### config.mk
export PLATFORM = sky130hd
export DESIGN_NAME = clk_src_switch_ctrl
export DESIGN_NICKNAME = d
export VERILOG_FILES = /design/src/rtl/clk_src_pkg.sv /design/src/rtl/clk_hb_monitor.sv /design/src/rtl/clk_src_switch_ctrl.sv
export SDC_FILE = /design/constraint.sdc
export NUM_CORES = 1
export LEC_CHECK = 0
export ABC_AREA = 1
export CAP_MARGIN = 10
export CORE_UTILIZATION = 55
export DETAILED_ROUTE_END_ITERATION = 8
export GPL_ROUTABILITY_DRIVEN = 0
export PLACE_DENSITY = 0.81
export SYNTH_ARGS = -nofsm -noshare
export SYNTH_HDL_FRONTEND = slang
export SYNTH_HIERARCHICAL = 1
export SYNTH_SLANG_ARGS = --single-unit
export TNS_END_PERCENT = 50
### constraint.sdc
create_clock -name clk -period 3.75 [get_ports clk]
set_input_delay 0.9375 -clock clk [delete_from_list [all_inputs] [get_ports clk]]
set_output_delay 0.9375 -clock clk [all_outputs]
set_load 0.02 [all_outputs]
### src/rtl/clk_src_pkg.sv
// Shared types and defaults for the dual-source clock mux switch controller.
package clk_src_pkg;

  typedef enum logic [1:0] {
    STABLE   = 2'd0,
    GATE_OFF = 2'd1,
    SWITCH   = 2'd2,
    SETTLE   = 2'd3
  } sw_state_e;

  localparam logic SRC0 = 1'b0;  // single-ended aggregate buffer path
  localparam logic SRC1 = 1'b1;  // differential 125M buffer path

  localparam int NUM_SRC        = 2;
  localparam int DEF_GATE_CYC   = 4;
  localparam int DEF_SETTLE_CYC = 8;
  localparam int DEF_HB_TIMEOUT = 64;

  function automatic int max3(input int a, input int b, input int c);
    int m;
    m = (a > b) ? a : b;
    return (m > c) ? m : c;
  endfunction

endpackage

### src/rtl/clk_hb_monitor.sv
// Heartbeat watchdog for one clock source: synchronizes a toggle heartbeat and
// flags the source dead after HB_TIMEOUT cycles without an edge.
module clk_hb_monitor
  import clk_src_pkg::*;
#(
  parameter int HB_TIMEOUT = DEF_HB_TIMEOUT,
  parameter int CNT_W      = $clog2(HB_TIMEOUT + 1)
) (
  input  logic clk,
  input  logic rst_n,
  input  logic hb,
  output logic alive
);

  localparam logic [CNT_W-1:0] AGE_MAX = CNT_W'(HB_TIMEOUT);
  localparam logic [CNT_W-1:0] AGE_ONE = CNT_W'(1);

  logic [2:0]       sync_q;
  logic             hb_edge;
  logic [CNT_W-1:0] age;

  // [0],[1] form the synchronizer; [2] is the history flop for edge detect.
  assign hb_edge = sync_q[1] ^ sync_q[2];

  always_ff @(posedge clk) begin
    if (!rst_n) begin
      sync_q <= '0;
      age    <= AGE_MAX;
    end else begin
      sync_q <= {sync_q[1:0], hb};
      if (hb_edge)
        age <= '0;
      else if (age < AGE_MAX)
        age <= age + AGE_ONE;
    end
  end

  assign alive = (age < AGE_MAX);

endmodule

### src/rtl/clk_src_switch_ctrl.sv
// Glitch-free switchover sequencer for the dual-source clock mux (gate off, flip sel, settle, gate on).
// Optional build macro CLK_SRC_AUTO_FAILOVER_EN: switch away from a dead active source automatically.
module clk_src_switch_ctrl
  import clk_src_pkg::*;
#(
  parameter int GATE_CYC   = DEF_GATE_CYC,
  parameter int SETTLE_CYC = DEF_SETTLE_CYC,
  parameter int HB_TIMEOUT = DEF_HB_TIMEOUT,
  parameter int CNT_W      = $clog2(max3(GATE_CYC, SETTLE_CYC, HB_TIMEOUT) + 1)
) (
  input  logic               clk,
  input  logic               rst_n,
  input  logic               req_sel,
  input  logic               hb0,
  input  logic               hb1,
  output logic               sel,
  output logic               gate_en,
  output logic               busy,
  output logic               switch_done,
  output logic               req_rej,
  output logic [NUM_SRC-1:0] alive,
  output logic               fault
);

  localparam logic [CNT_W-1:0] GATE_LAST   = CNT_W'(GATE_CYC - 1);
  localparam logic [CNT_W-1:0] SETTLE_LAST = CNT_W'(SETTLE_CYC - 1);
  localparam logic [CNT_W-1:0] CNT_ONE     = CNT_W'(1);

  sw_state_e        state, state_nxt;
  logic [CNT_W-1:0] cnt, cnt_nxt;
  logic             boot, rej_done, fo_hold;
  logic             req_mismatch, req_trig, fo_trig, trig, rej_fire, enter_stable;
  logic             sel_nxt, gate_en_nxt, busy_nxt, done_nxt;

  clk_hb_monitor #(
    .HB_TIMEOUT (HB_TIMEOUT),
    .CNT_W      (CNT_W)
  ) u_hb_mon [NUM_SRC-1:0] (
    .clk   (clk),
    .rst_n (rst_n),
    .hb    ({hb1, hb0}),
    .alive (alive)
  );

  assign req_mismatch = (req_sel != sel);
  assign req_trig     = (state == STABLE) && req_mismatch && alive[req_sel];
  assign rej_fire     = (state == STABLE) && req_mismatch && !alive[req_sel]
                        && !rej_done && !fo_hold;
  assign trig         = req_trig || fo_trig;
  assign enter_stable = (state != STABLE) && (state_nxt == STABLE);

  // Suppressed during the post-reset settle so heartbeats have time to show up.
  assign fault = !alive[sel] && !alive[~sel] && !boot;

`ifdef CLK_SRC_AUTO_FAILOVER_EN
  assign fo_trig = (state == STABLE) && !alive[sel] && alive[~sel];

  // After a failover, a stale req_sel pointing at the dead source is not rejected;
  // it stays quiet until software agrees with the new sel or the old source revives.
  always_ff @(posedge clk) begin
    if (!rst_n)
      fo_hold <= 1'b0;
    else if (fo_trig && !req_trig)
      fo_hold <= 1'b1;
    else if ((state == STABLE) && (!req_mismatch || alive[req_sel]))
      fo_hold <= 1'b0;
  end
`else
  assign fo_trig = 1'b0;
  assign fo_hold = 1'b0;
`endif

  always_ff @(posedge clk) begin
    if (!rst_n) begin
      state       <= SETTLE;
      cnt         <= '0;
      sel         <= SRC0;
      gate_en     <= 1'b0;
      busy        <= 1'b1;
      switch_done <= 1'b0;
      req_rej     <= 1'b0;
      boot        <= 1'b1;
      rej_done    <= 1'b0;
    end else begin
      state       <= state_nxt;
      cnt         <= cnt_nxt;
      sel         <= sel_nxt;
      gate_en     <= gate_en_nxt;
      busy        <= busy_nxt;
      switch_done <= done_nxt;
      req_rej     <= rej_fire;
      if (enter_stable)
        boot <= 1'b0;
      if (!req_mismatch)
        rej_done <= 1'b0;
      else if (rej_fire)
        rej_done <= 1'b1;
    end
  end

  // The SWITCH cycle already has the new sel with the gate closed, so it counts
  // as the first settle cycle.
  always_comb begin
    state_nxt = state;
    cnt_nxt   = cnt;
    case (state)
      STABLE: begin
        if (trig) begin
          state_nxt = GATE_OFF;
          cnt_nxt   = '0;
        end
      end
      GATE_OFF: begin
        if (cnt >= GATE_LAST)
          state_nxt = SWITCH;
        else
          cnt_nxt = cnt + CNT_ONE;
      end
      SWITCH: begin
        state_nxt = (SETTLE_CYC > 1) ? SETTLE : STABLE;
        cnt_nxt   = CNT_ONE;
      end
      SETTLE: begin
        if (cnt >= SETTLE_LAST)
          state_nxt = STABLE;
        else
          cnt_nxt = cnt + CNT_ONE;
      end
      default: begin
        state_nxt = SETTLE;
        cnt_nxt   = '0;
      end
    endcase
  end

  // Outputs are decoded from the next state and registered so gate_en never glitches.
  always_comb begin
    gate_en_nxt = (state_nxt == STABLE);
    busy_nxt    = (state_nxt != STABLE);
    sel_nxt     = sel ^ ((state == GATE_OFF) && (state_nxt == SWITCH));
    done_nxt    = enter_stable && !boot;
  end

endmodule

# Word level (Yosys, flattened, before mapping)
# Index checks and enable logic that the tools add are counted.
totals:
  out_inout_bits: 8
  n_memories: 0
  input_bits: 5
  rom_bits: 0
  word_cells: 80
  reg_bits: 36
  latch_bits: 0
  ramBits: 0
classes:
  multipliers: 0
  n_bitwise: 5
  mux: 18
  reduce_logical: 24
  n_addsub: 3
  n_eq_ne: 8
  order_cmp: 7
  div_mod_pow: 0
  shifts: 0
op_table:
  columns: ["op", "n"]
  rows:
  - ["7-bit two-way mux", 7]
  - ["7-bit one-hot mux with 4 select lines", 1]
  - ["7-bit by 1-bit adder with 7-bit output (second input constant)", 3]
  - ["7-bit < comparator (second input constant)", 2]
  - ["1-bit logical AND", 9]
  - ["2-bit one-hot mux with 4 select lines", 1]
  - ["2-bit nonzero test", 4]
  - ["7-bit by 2-bit greater-or-equal comparator with 1-bit output (second input constant)", 1]
  - ["7-bit by 3-bit greater-or-equal comparator with 1-bit output (second input constant)", 1]
  - ["2-bit == test (second input constant)", 3]
  - ["1-bit by 2-bit < comparator with 1-bit output (second input constant)", 3]
  - ["1-bit two-way mux", 6]
  - ["2-bit two-way mux", 3]
  - ["2-bit != test (second input constant)", 3]
  - ["1-bit zero test", 5]
  - ["2-bit zero test", 2]
  - ["2-bit OR reduction", 2]
  - ["3-bit AND reduction", 1]
  - ["1-bit bitwise XOR", 3]
  - ["2-bit by 1-bit == test with 1-bit output (second input constant)", 1]
  - ["1-bit NOT", 2]
  - ["2-bit AND reduction", 1]
  - ["1-bit != test", 1]

# Logic depth before layout (Yosys ltp)
logic_depth:
  ltp_word: 9
  ltp_mapped: 9
  ltp_nobuf: 9

# Cells and area by module
# Netlist, hierarchy kept.
by_module_without_submodules:
  columns: ["mod", "area_per_inst_um2", "seq_area_each_um2", "cells_per_inst", "n_inst"]
  rows:
  - ["clk_hb_monitor", 435.4, 200.2, 60, 2]
  - ["clk_src_switch_ctrl", 710.7, 320.3, 91, 1]

# Worst setup path after synthesis
# No wires, ideal clock.
synth_timing:
  path_kind: "register -> output"
  startpoint: "register u_hb_mon[0].age[6]"
  endpoint: "output port fault"
  path_slack_ns: 1.787
  arrival_time_ns: 1.026
  path_stages_with_launch: 3
  t_required_ns: 2.812
  path_buffers: 0
  path_cell_list: "dfxtp_1 inv_2 nor3_1"
synth_between:
  elab_chain_cells: 6
  elab_cells_between_ends: 9
  cone_classes: "order compare: 1; mux: 4; reduce/logical: 4"
synth_rtl:
  columns: ["element", "line_no", "rtl"]
  rows:
  - ["start, declared", "clk_hb_monitor.sv:20", "logic [CNT_W-1:0] age;"]
  - ["start signal, assigned", "clk_hb_monitor.sv:34", "age <= age + AGE_ONE;"]
  - ["7-bit < comparator *", "clk_hb_monitor.sv:38", "assign alive = (age < AGE_MAX);"]
  - ["net alive[0]", "clk_src_switch_ctrl.sv:21", "output logic [NUM_SRC-1:0] alive,"]
  - ["1-bit two-way mux (implied by the code) (2 in a row)", "clk_src_switch_ctrl.sv:53", "assign fault = !alive[sel] && !alive[~sel] && !boot;"]
  - ["1-bit zero test", "clk_src_switch_ctrl.sv:53", null]
  - ["1-bit logical AND * (2 in a row)", "clk_src_switch_ctrl.sv:53", null]
  - ["end, declared", "clk_src_switch_ctrl.sv:22", "output logic fault"]
# Mark *: on every way through the listed nets, which the timed path passes. The rest lies on a longest branch. The select of a mux whose other input is x is not followed.

# Worst setup path after layout
layout_timing:
  startpoint: "register u_hb_mon[1].age[6]"
  endpoint: "output port fault"
layout_between:
  elab_chain_cells: 6
  elab_cells_between_ends: 9
  cone_classes: "order compare: 1; mux: 4; reduce/logical: 4"
layout_rtl:
  columns: ["element", "line_no"]
  rows:
  - ["start, declared", "clk_hb_monitor.sv:20"]
  - ["start signal, assigned", "clk_hb_monitor.sv:34"]
  - ["7-bit < comparator *", "clk_hb_monitor.sv:38"]
  - ["1-bit two-way mux (implied by the code) (2 in a row)", "clk_src_switch_ctrl.sv:53"]
  - ["1-bit zero test", "clk_src_switch_ctrl.sv:53"]
  - ["1-bit logical AND * (2 in a row)", "clk_src_switch_ctrl.sv:53"]
# Mark *: on every way between the ends. The rest lies on a longest branch, timed or not. The select of a mux whose other input is x is not followed.

==> qor.yml <==
status: "finished, final reports clean"
io_pins: 13
grt_usage_pct: 19.1
htreeDepth: 2
cp_data_arrival_time_ps: 1720
fmax_mhz: 376
cts_post_setup_buffers_inserted: 0
rsz0062_at_grt: "false"
holdBufCountCts: 0
dr.pass1.iters: 4
syn-mean-instance-area_um2: 7.50
worstSkewPairLatency_ps: 340
synth_top_area_cell: "dfxtp_1"
n_antenna_cell: 0
place_hpwl_mm: 1.88
grt_pass1_wl_mm: 4.60
cellLeakagePower_nw: 0.811
dr.first_iter.drc_count: 35
final_antenna_net_count: 0
synth_area_um2: 1580
netlist-cell-type-count: 23
initial_core_util_pct: 57.8
cts_tree: "yes"
finalMaxSlewViolations: 0
drive_gt1_share_pct: 14.8
crit_required_ps: 2810
worst_setup_path_end_kind: "output port"
area_growth_pct: 15.6
synth_top_area_share_pct: 45.6
tns_ps: 0
finalCritPeriodShare_pct: 71.0
via_per_inst: 4.92
place_inst: 253
critPathLaunchType: "register"
total_power_uw: 774
final_core_util_pct: 66.9
row_count: 19
nets: 237
cts_resized: 0
finalClockSkew_ps: 10.5
clockRootBuffer: "clkbuf_4"
ir_drop_mv: 0.404
hp-class: "register to register"
die_h_um: 55.6
clock_path_buffers: 2
synth_seq_area_share_pct: 45.6
grt_pass1_vias: 1145
synth_cells: 211
max-cap-violations: 0
clock-sinks: 36
grt_antenna_before_repair: 0
max_slew.worst_pin.slew_ps: 711
synth_area_leaders: "dfxtp_1 46%, nand2_1 14%, inv_1 5.5%"
core_area_um2: 2730
fillers: 229
finalHoldViolCount: 0
crit_type: "register to output port"
cellPowerDensity_nw_per_um2: 424
post-place-ws_ps: 1270
syn_nets: 219
numCtsBuffers: 5
vias: 1285
slew_headroom_pct: 52.5
fin_crit_ps: 2660
path_clk_slew_ps: 110
drcViolationCount: 0
layout_setup_ws_ps: 1090
die-area_um2: 3090
ys_ff_latch: 36
crit_path_max_fanout: 9
setup_viol: 0
die_w_um: 55.6
synth_warnings: 6
fin_cells: 261
post_drt_wl_per_cell_um: 9.63
wl_mm: 2.51
port_buffers: 12
grt_max_degree: 22
overflow: 0
==> metrics by stage <==
stage | hold WS, ps | area, µm²
detailed placement | 400 | 1730
CTS | 422 | 1830
global route | 432 | 1830
floorplan | 390 | 1580
finish | 410 | 1830
global placement | 397 | 1730
==> per-layer routing <==
metal | vias to the layer above | GRT usage, % | share of wire, %
met1 | 568 | 23.4 | 51
met5 | - | 0 | 0
met2 | 17 | 30.5 | 44
met4 | 0 | 10.7 | 1.9
met3 | 5 | 4.88 | 3.0
li1 | 695 | - | -
==> critical path, cell delays in order, from the launching register on <==
cell	delay, ps
dfxtp_1	460
inv_2	120
nor3_1	170
clkdlybuf4s50_1	630
==> cell usage in the layout (no fill, tap or decap), drive strengths merged <==
master / netlist / routed
nor3b: 1 / 1
o21bai: 1 / 1
nand4: 3 / 3
bufinv: 0 / 1
dfxtp: 36 / 36
ha: 3 / 3
clkbuf: 0 / 7
o21ai: 7 / 7
nand3: 12 / 12
clkdlybuf4s50: 0 / 12
clkinv: 2 / 2
a21oi: 13 / 13
xnor2: 2 / 2
nand2: 67 / 67
inv: 26 / 26
nor3: 4 / 4
nor2: 33 / 33
==> flip-flops by register name, summed over array words and instances (netlist names), 2 cells and up <==
name and count:
state 2, cnt 7, u_hb_mon/sync_q 6, u_hb_mon/age 14
==> power breakdown <==
group	switching, mW	leakage, nW	internal (mW)
Sequential	0.0118	0.292	0.393
Combinational	0.0400	0.467	0.0269
Clock	0.125	0.0515	0.177
Total	0.177	0.811	0.597
==> worst paths after layout <==
kind / startpoint / end / slack [ps] / cells past startpoint
hold / removal: rej_done / req_rej / 410 / 1
setup / recovery: u_hb_mon[1]/age[6] / fault / 1090 / 3
setup reg to reg: cnt[0] / cnt[2] / 2250 / 8
hold reg to reg: rej_done / req_rej / 410 / 1
==> cells in the mapped netlist, drive strengths merged <==
cell type	instances
xnor2	2
o21bai	1
nor2	33
a21oi	13
nand4	3
nor3b	1
dfxtp	36
nand2	67
nand3	12
clkinv	2
ha	3
nor3	4
inv	26
buf	1
o21ai	7
==> area by class of cell <==
class	count	area, µm²	share of cell area, %
timing repair buffer	12	120	6.57
clock buffer	7	65.1	3.56
multi-input combinational	146	748	40.9
sequential	36	721	39.4
clock inverter	1	30.0	1.64
tap	31	38.8	2.12
inverter	28	105	5.75
==> kinds of logic after synthesis <==
group,Yosys count,synth area share (%)
buffers and inverters,29,7.12
adders and majority gates,3,2.37
DFF,36,45.6
and+or+nand+nor,120,34.9
xor gates and xnor gates,2,1.11
AOI/OAI and AO/OA,21,8.94
(Power assumes the default switching activity.)
